### config.mk
export PLATFORM = sky130hd
export DESIGN_NAME = game_sequencer
export DESIGN_NICKNAME = d
export VERILOG_FILES = /design/src/rtl/game_sequencer.sv
export SDC_FILE = /design/constraint.sdc
export NUM_CORES = 1
export LEC_CHECK = 0
export CAP_MARGIN = 20
export CORE_MARGIN = 2
export CORE_UTILIZATION = 51
export CTS_CLUSTER_SIZE = 25
export DETAILED_ROUTE_END_ITERATION = 7
export PLACE_DENSITY = 0.75
export RECOVER_POWER = 50
export SYNTH_ARGS = -nofsm -noshare
export SYNTH_HDL_FRONTEND = slang
export SYNTH_SLANG_ARGS = --single-unit
### constraint.sdc
create_clock -name clk -period 1.9 [get_ports clk]
set_input_delay 0.285 -clock clk [delete_from_list [all_inputs] [get_ports clk]]
set_output_delay 0.285 -clock clk [all_outputs]
set_load 0.05 [all_outputs]
### src/rtl/game_sequencer.sv
// Runner-game controller: game tick prescaler, IDLE/RUN/CRASH/OVER sequencing, jump, score, speed, obstacle height.
// Optional best-score tracking is built when GAME_SEQUENCER_HISCORE_EN is defined.
module game_sequencer #(
  parameter int unsigned TICK_DIV   = 2500000,
  parameter int unsigned CRASH_HOLD = 40,
  parameter int unsigned SPEED_STEP = 10,
  parameter int unsigned MAX_SPEED  = 4,
  parameter int unsigned SCORE_W    = 11
) (
  input  logic               clk,
  input  logic               rst,
  input  logic               sel,
  input  logic               collide,
  input  logic               obstacle_wrap,
  output logic               tick,
  output logic               jump_req,
  output logic [2:0]         speed,
  output logic               obstacle_high,
  output logic               pause,
  output logic [1:0]         state,
  output logic [SCORE_W-1:0] score,
  output logic [SCORE_W-1:0] hi_score
);

  localparam logic [1:0] S_IDLE  = 2'b00;
  localparam logic [1:0] S_RUN   = 2'b01;
  localparam logic [1:0] S_CRASH = 2'b10;
  localparam logic [1:0] S_OVER  = 2'b11;

  localparam int unsigned PW = $clog2(TICK_DIV);
  localparam int unsigned HW = $clog2(CRASH_HOLD + 1);
  localparam int unsigned SW = $clog2(SPEED_STEP + 1);
  localparam logic [PW-1:0] PRESC_LAST = PW'(TICK_DIV - 1);
  localparam logic [HW-1:0] HOLD_LAST  = HW'(CRASH_HOLD - 1);
  localparam logic [SW-1:0] STEP_LAST  = SW'(SPEED_STEP - 1);
  localparam logic [2:0]    SPEED_MAX  = 3'(MAX_SPEED);

  logic          sel_s1, sel_s2, sel_d, sel_rise;
  logic [PW-1:0] presc;
  logic [HW-1:0] hold_cnt;
  logic [SW-1:0] step_cnt;
  logic [7:0]    lfsr;
  logic [1:0]    state_next;
  logic          presc_last, run, start, crash_go, wrap_ok, hold_done, lfsr_fb;

  always_ff @(posedge clk or negedge rst) begin
    if (!rst) begin
      sel_s1   <= 1'b0;
      sel_s2   <= 1'b0;
      sel_d    <= 1'b0;
      sel_rise <= 1'b0;
    end else begin
      sel_s1   <= sel;
      sel_s2   <= sel_s1;
      sel_d    <= sel_s2;
      sel_rise <= sel_s2 & ~sel_d;
    end
  end

  // collide has priority over both obstacle_wrap and sel_rise while running
  always_comb begin
    presc_last = (presc == PRESC_LAST);
    run        = (state == S_RUN);
    start      = sel_rise && (state == S_IDLE || state == S_OVER);
    crash_go   = run && collide;
    wrap_ok    = run && !collide && obstacle_wrap;
    hold_done  = (state == S_CRASH) && presc_last && (hold_cnt == HOLD_LAST);
    lfsr_fb    = lfsr[7] ^ lfsr[5] ^ lfsr[4] ^ lfsr[3];
    pause      = (state != S_RUN);
  end

  always_comb begin
    state_next = state;
    case (state)
      S_IDLE, S_OVER: if (sel_rise) state_next = S_RUN;
      S_RUN:          if (collide) state_next = S_CRASH;
      S_CRASH:        if (hold_done) state_next = S_OVER;
      default:        state_next = S_IDLE;
    endcase
  end

  always_ff @(posedge clk or negedge rst) begin
    if (!rst) begin
      state    <= S_IDLE;
      presc    <= '0;
      hold_cnt <= '0;
      tick     <= 1'b0;
      jump_req <= 1'b0;
    end else begin
      state    <= state_next;
      tick     <= run && !collide && presc_last;
      jump_req <= run && !collide && sel_rise;
      if (start || !(run || state == S_CRASH))
        presc <= '0;
      else
        presc <= presc_last ? '0 : presc + 1'b1;
      if (crash_go)
        hold_cnt <= '0;
      else if (state == S_CRASH && presc_last)
        hold_cnt <= hold_cnt + 1'b1;
    end
  end

  // LFSR and obstacle_high survive game restarts; only rst reseeds them
  always_ff @(posedge clk or negedge rst) begin
    if (!rst) begin
      score         <= '0;
      speed         <= 3'd1;
      step_cnt      <= '0;
      lfsr          <= 8'hA5;
      obstacle_high <= 1'b0;
    end else if (start) begin
      score    <= '0;
      speed    <= 3'd1;
      step_cnt <= '0;
    end else if (wrap_ok) begin
      if (score != '1)
        score <= score + 1'b1;
      lfsr          <= {lfsr[6:0], lfsr_fb};
      obstacle_high <= lfsr_fb;
      if (step_cnt == STEP_LAST) begin
        step_cnt <= '0;
        if (speed != SPEED_MAX)
          speed <= speed + 3'd1;
      end else begin
        step_cnt <= step_cnt + 1'b1;
      end
    end
  end

`ifdef GAME_SEQUENCER_HISCORE_EN
  always_ff @(posedge clk or negedge rst) begin
    if (!rst)
      hi_score <= '0;
    else if (crash_go && score > hi_score)
      hi_score <= score;
  end
`else
  assign hi_score = '0;
`endif

endmodule

* Word level (Yosys, flattened, before mapping)
Cells that the tools add are included.
** Word-level totals
- Bits in registers :: 63
- Bits of input ports :: 5
- Word-level logic and storage cells :: 79
- Output and inout bits :: 31
** Operators by class
- Bitwise gates (word level) :: 6
- Add/sub/neg operators :: 5
- Muxes and demuxes :: 18
- Reduce and logical (&&, ||, !) cells :: 24
- Equal/unequal tests :: 12
** Operator list (number)
- $mux W22 :: 2
- $mux W11 :: 3
- $add A22 B1 Y22 const B :: 1
- $eq A22 B22 Y1 const B :: 1
- $mux W3 :: 4
- $mux W4 :: 3
- $mux W6 :: 2
- $add A11 B1 Y11 const B :: 1
- $ne A11 B11 Y1 const B :: 1
- $reduce_bool A2 Y1 :: 5
- $logic_and A1 B1 Y1 :: 8
- $add A6 B1 Y6 const B :: 1
- $eq A6 B6 Y1 const B :: 1
- $mux W2 :: 3
- $ne A2 B2 Y1 const B :: 3
- $pmux W2 S3 :: 1
- $reduce_and A3 Y1 :: 2
- $add A4 B1 Y4 const B :: 1
- $eq A2 B2 Y1 const B :: 2
- $eq A4 B4 Y1 const B :: 1
- $reduce_and A2 Y1 :: 2
- $add A3 B1 Y3 const B :: 1
- $logic_or A1 B1 Y1 :: 3
- $ne A3 B3 Y1 const B :: 1
- other kinds (8) :: 12

* Logic depth before layout (Yosys ltp)
- Word-level depth :: 5
- Depth in mapped cells :: 7

* Least setup slack after synthesis
No wires, ideal clock.
- Path type :: reg-to-reg
- From :: register state[0]
- To :: register lfsr[1]
- Stages on the path, launching flop included :: 7
- Buffers on the path :: 1
- Required time :: 1775 ps
- Library setup time :: 125 ps
- Period minus slack after synthesis :: 2387 ps
- Slack :: -487 ps
- Data arrival time :: 2262 ps
- Path through :: dfrtp_1 inv_1 ha_1 and2_1 clkbuf_1 nor2_1 mux2_2
** Between the ends
- Word-level cells in the longest chain between the ends :: 5
- Elaborated cells on any way between the ends :: 9
** Ends and longest elaborated chain
- start: declaration :: line 20 : output logic [1:0] state,
- start signal: assignment :: line 90 : state <= state_next;
- $eq A2 B2 Y1 / $logic_not A2 Y1 (equally long branches) :: line 64 : start = sel_rise && (state == S_IDLE || state == S_OVER);
- $logic_or A1 B1 Y1 :: line 64
- $logic_and A1 B1 Y1 :: line 64
- $not A1 Y1 (no source line)
- $reduce_and A2 Y1 (no source line) *
- end signal: assignment :: line 119 : lfsr <= {lfsr[6:0], lfsr_fb};
- end: declaration :: line 42 : logic [7:0] lfsr;
Mark *: on every way between the ends. The rest lies on a longest branch, timed or not.
A chain may end at the register's enable or synchronous reset.

* Worst setup path after layout
- From :: register presc[6]
- To :: register hold_cnt[0]
** Between the ends
- Word-level cells in the longest chain between the ends :: 3
** Ends and longest elaborated chain
- start: declaration :: line 39 : logic [PW-1:0] presc;
- start signal: assignment :: line 96 : presc <= presc_last ? '0 : presc + 1'b1;
- $eq A22 B22 Y1 :: line 62 : presc_last = (presc == PRESC_LAST);
- $logic_and A1 B1 Y1 :: line 99 : else if (state == S_CRASH && presc_last)
- $reduce_bool A2 Y1 (no source line)
- end signal: assignment :: line 100 : hold_cnt <= hold_cnt + 1'b1;
- end: declaration :: line 40 : logic [HW-1:0] hold_cnt;
No other way between the ends.

==> impl_metrics.csv <==
group,metric,value,unit
run_status,status,"finished with violations",
run_status,violations,"negative setup slack",
timing,max_freq,514.3,MHz
placed_design,gp_congestion,0.8288,
clock_tree,cts_setup_buffers,0,
synth,syn_avg_cell_area,9.823,sq um
pwr,p_sw_share,35.36,%
placed_design,io_buffers,24,
detailed_routing,drc,0,
critical_path,crit_path_top_delay_cell,"or4_4",
final_layout,n_fill_cell,506,
critical_path,crit_family,"simple AND/OR/NAND/NOR gates",
final_layout,drive_gt1_share,20.90,%
critical_path,critPathRequiredTime,2.17,ns
clock_tree,clockBufferDepth,2,
pwr,pwr-share-seq,41.4,%
global_route,grt_pass1_vias,2572,
detailed_routing,wl_per_cell,13.69,um
pwr,max-vdd-ir-drop,680.4,uV
timing,finalSetupViolations,9,
timing,maxSlewHeadroom,44.08,%
pwr,powerDensity,955.4,nW/um^2
timing,final.period_utilization,102.3,%
global_route,met2_usage,31.24,%
hold_path,hp-class,"register to register",
synth,synth-main-ff-cell,"dfrtp_1",
global_route,grtUsageTotal,19.42,%
placed_design,place_area,3895,sq um
timing,skew,0.01153,ns
global_route,grt_antenna_before_repair,0,
floorplanning,dieArea,7132,sq um
critical_path,cpPeakStageDelay,0.53,ns
critical_path,arrival,2.21,ns
hold_path,whs_path_depth,0,
synth,synth_cells,336,
critical_path,rr_worst_depth,4,
detailed_routing,ant_nets,0,
clock_tree,clk_latency,0.34,ns
floorplanning,num_rows,29,
critical_path,criticalPathCategory,"register to register",
final_layout,layout.nets,411,
placed_design,dp_hpwl,4.625,mm
synth,syn-cell-area,3301,sq um
critical_path,crit_chain,"or4_4, or4_4, or4_1, a21oi_1",
timing,hold_violations,0,
critical_path,endpoint_kind,"register",
final_layout,area_growth,24.18,%
timing,worstMarginPinSlew,0.8388,ns
detailed_routing,finalWirelength,6.559,mm
clock_tree,cts_tree,"built",
final_layout,antenna_cells,0,
synth,synth_top_area_share,43.97,%
final_layout,regArea,1588,sq um
placed_design,dp.cells,462,
detailed_routing,first_iter_violations,114,
timing,rsz0062_at_grt,"true",
run,maxCapViolations,0,
floorplanning,die_h,84.45,um
clock_tree,clk_pin_slew_worst_paths,0.07,ns
global_route,grtUsageMet3,3.540,%
critical_path,cp.depth,4,
critical_path,worst-path-max-fanout,3,
global_route,grt-ovfl-total,0,
synth,yosys_warnings,0,
synth,synth_edf_count,0,
timing,finalCriticalPeriod,1.944,ns
final_layout,final_area,4099,sq um
floorplanning,pin_count,36,
detailed_routing,drtPass1Iterations,4,
pwr,power.share.clock,25.7,%
synth,ys_types,45,
clock_tree,cts_htree_levels,3,
final_layout,stdcell_count,479,
critical_path,cpMostUsedCell,"or4_4",
global_route,grtUsageMet1,25.45,%
timing,fin_ws,-0.04445,ns
pwr,pwr-share-comb,32.9,%
floorplanning,start_util,52.28,%
synth,synth_top_area_cell,"dfrtp_1",
pwr,intPower,0.002531,W
global_route,grt_max_degree,64,
critical_path,critPathLaunchType,"register",
clock_tree,root_buffer,"clkbuf_8",
clock_tree,cts_sinks,63,
synth,synth_area_leaders,"dfrtp_1, dfstp_2, ha_1",
synth,async_flop_share,100.0,%
detailed_routing,vias_per_cell,5.628,
pwr,p_leak,1.875,nW
final_layout,multi_input_area,1675,sq um
timing,slew_violations,0,
floorplanning,core_area,6314,sq um
synth,ys_ff_latch,63,
floorplanning,die_w,84.45,um
synth,yosysSeqAreaShare,47.95,%
pwr,p_sw,0.001385,W
detailed_routing,vias,2696,
clock_tree,cts_buffers,9,
global_route,top_usage_layer,"met2",
global_route,grt_pass1_wl,11.27,mm
critical_path,path_buf_inv,0,
==> synth_stat cells (all sizes together) (5+ instances only) <==
| cell | instances |
|---|---|
| nand3 | 21 |
| a211oi | 5 |
| ha | 9 |
| buf | 13 |
| dfrtp | 58 |
| nor4 | 5 |
| nor2 | 29 |
| or4 | 14 |
| nand2 | 22 |
| dfstp | 5 |
| and3 | 8 |
| o21ai | 7 |
| xnor2 | 7 |
| mux2 | 7 |
| or3 | 5 |
| nor3 | 11 |
| inv | 11 |
| o31ai | 11 |
| clkbuf | 7 |
| xor2 | 11 |
| nand4 | 9 |
| and2 | 5 |
| a21oi | 20 |
==> power by group through the flow <==
stage / registers (W) / clock network [W] / logic [W]
global route: 0.00165 / 0.00109 / 0.00140
global placement: 0.00164 / 0 / 0.00127
detailed placement: 0.00165 / 0 / 0.00130
finish: 0.00162 / 0.00100 / 0.00129
floorplan: 0.00180 / 0 / 0.000704
CTS: 0.00162 / 0.00102 / 0.00130
==> layout by cell type (no fill, tap or decap), types with 8 or more instances in the layout <==
cell type	synthesis	layout
nand2_1	22	22
inv_1	11	9
nor2_1	29	28
nand3_1	21	21
conb_1	1	11
nand4_1	9	9
clkbuf_8	0	10
xor2_1	11	11
a21oi_1	20	20
nor3_1	11	11
buf_4	11	35
or4_1	13	11
and3_1	8	8
o31ai_1	11	11
dfrtp_1	58	54
clkdlybuf4s50_1	0	11
==> per-stage QoR <==
step                      power, W  hold WS [ns]  util [%]  setup TNS, ns  setup slack (ns)
after global routing      0.004145        0.3605     64.92         -2.002           -0.1118
after detailed placement  0.002944        0.3236     61.69        -0.1605          -0.03674
final                     0.003916        0.3516     64.92       -0.07084          -0.04445
after CTS                 0.003944        0.3584     64.51        -0.2032          -0.05369
after global placement    0.002904        0.3234     61.69       -0.03153          -0.03083
after floorplan           0.002503      -0.01059         -       -0.04763          -0.04763
==> worst paths after layout <==
check	from	to	slack, ns
worst max-delay path	presc[6]$_DFF_PN0_	hold_cnt[0]$_DFFE_PN0P_	-0.04
worst min-delay path	sel_s1$_DFF_PN0_	sel_s2$_DFF_PN0_	0.35
worst max register to register	presc[6]$_DFF_PN0_	hold_cnt[0]$_DFFE_PN0P_	-0.04
worst min register to register	sel_s1$_DFF_PN0_	sel_s2$_DFF_PN0_	0.35
max in group asynchronous	rst	state[1]$_DFFE_PN0P_	0.61
min in group asynchronous	rst	hold_cnt[2]$_DFFE_PN0P_	0.67
==> flip-flops by register name, summed over array words and instances (netlist names) <==
| name | count |
|---|---|
| presc | 22 |
| score | 11 |
| lfsr | 8 |
| hold_cnt | 6 |
| step_cnt | 4 |
| speed | 3 |
| state | 2 |
| jump_req | 1 |
| obstacle_high | 1 |
| sel_d | 1 |
| sel_rise | 1 |
| sel_s1 | 1 |
| sel_s2 | 1 |
| tick | 1 |
==> layer usage <==
metal	vias up	wire, um
met5	-	0
met4	0	121
li1	1334	-
met1	1311	3070
met3	9	187
met2	42	3180
==> repair_timing <==
| item | 4_1_cts | 5_1_grt |
|---|---|---|
| endpoints found under the hold margin | 58 | 0 |
| hold buffers | 1 | 0 |
| resized for setup | 5 | 8 |
| pin swaps | 1 | 0 |
| endpoints found under the setup margin | 27 | 28 |
==> area by class of cell <==
| type | count | area share, % |
|---|---|---|
| multi-input combinational | 252 | 40.87 |
| inverter | 11 | 1.007 |
| tap | 77 | 2.350 |
| clock buffer | 12 | 3.541 |
| sequential | 63 | 38.74 |
| clock inverter | 4 | 0.5495 |
| timing repair buffer | 60 | 12.94 |
==> cell families (layout without fill, tap and decap cells) <==
logic type               count (synthesis)  in the layout  share of synthesized area (%)
adder cells (fa/ha/maj)                  9              9                          3.412
flip-flops                              63             63                          47.95
XOR/XNOR                                18             18                          4.776
buffers and inverters                   31             87                          4.852
AND/OR/NAND/NOR                        146            146                          24.22
multiplexers                             9              9                          2.995
AO/OA/AOI/OAI                           59             59                          11.68
other                                    1             11                         0.1136
(Power assumes the default switching activity.)
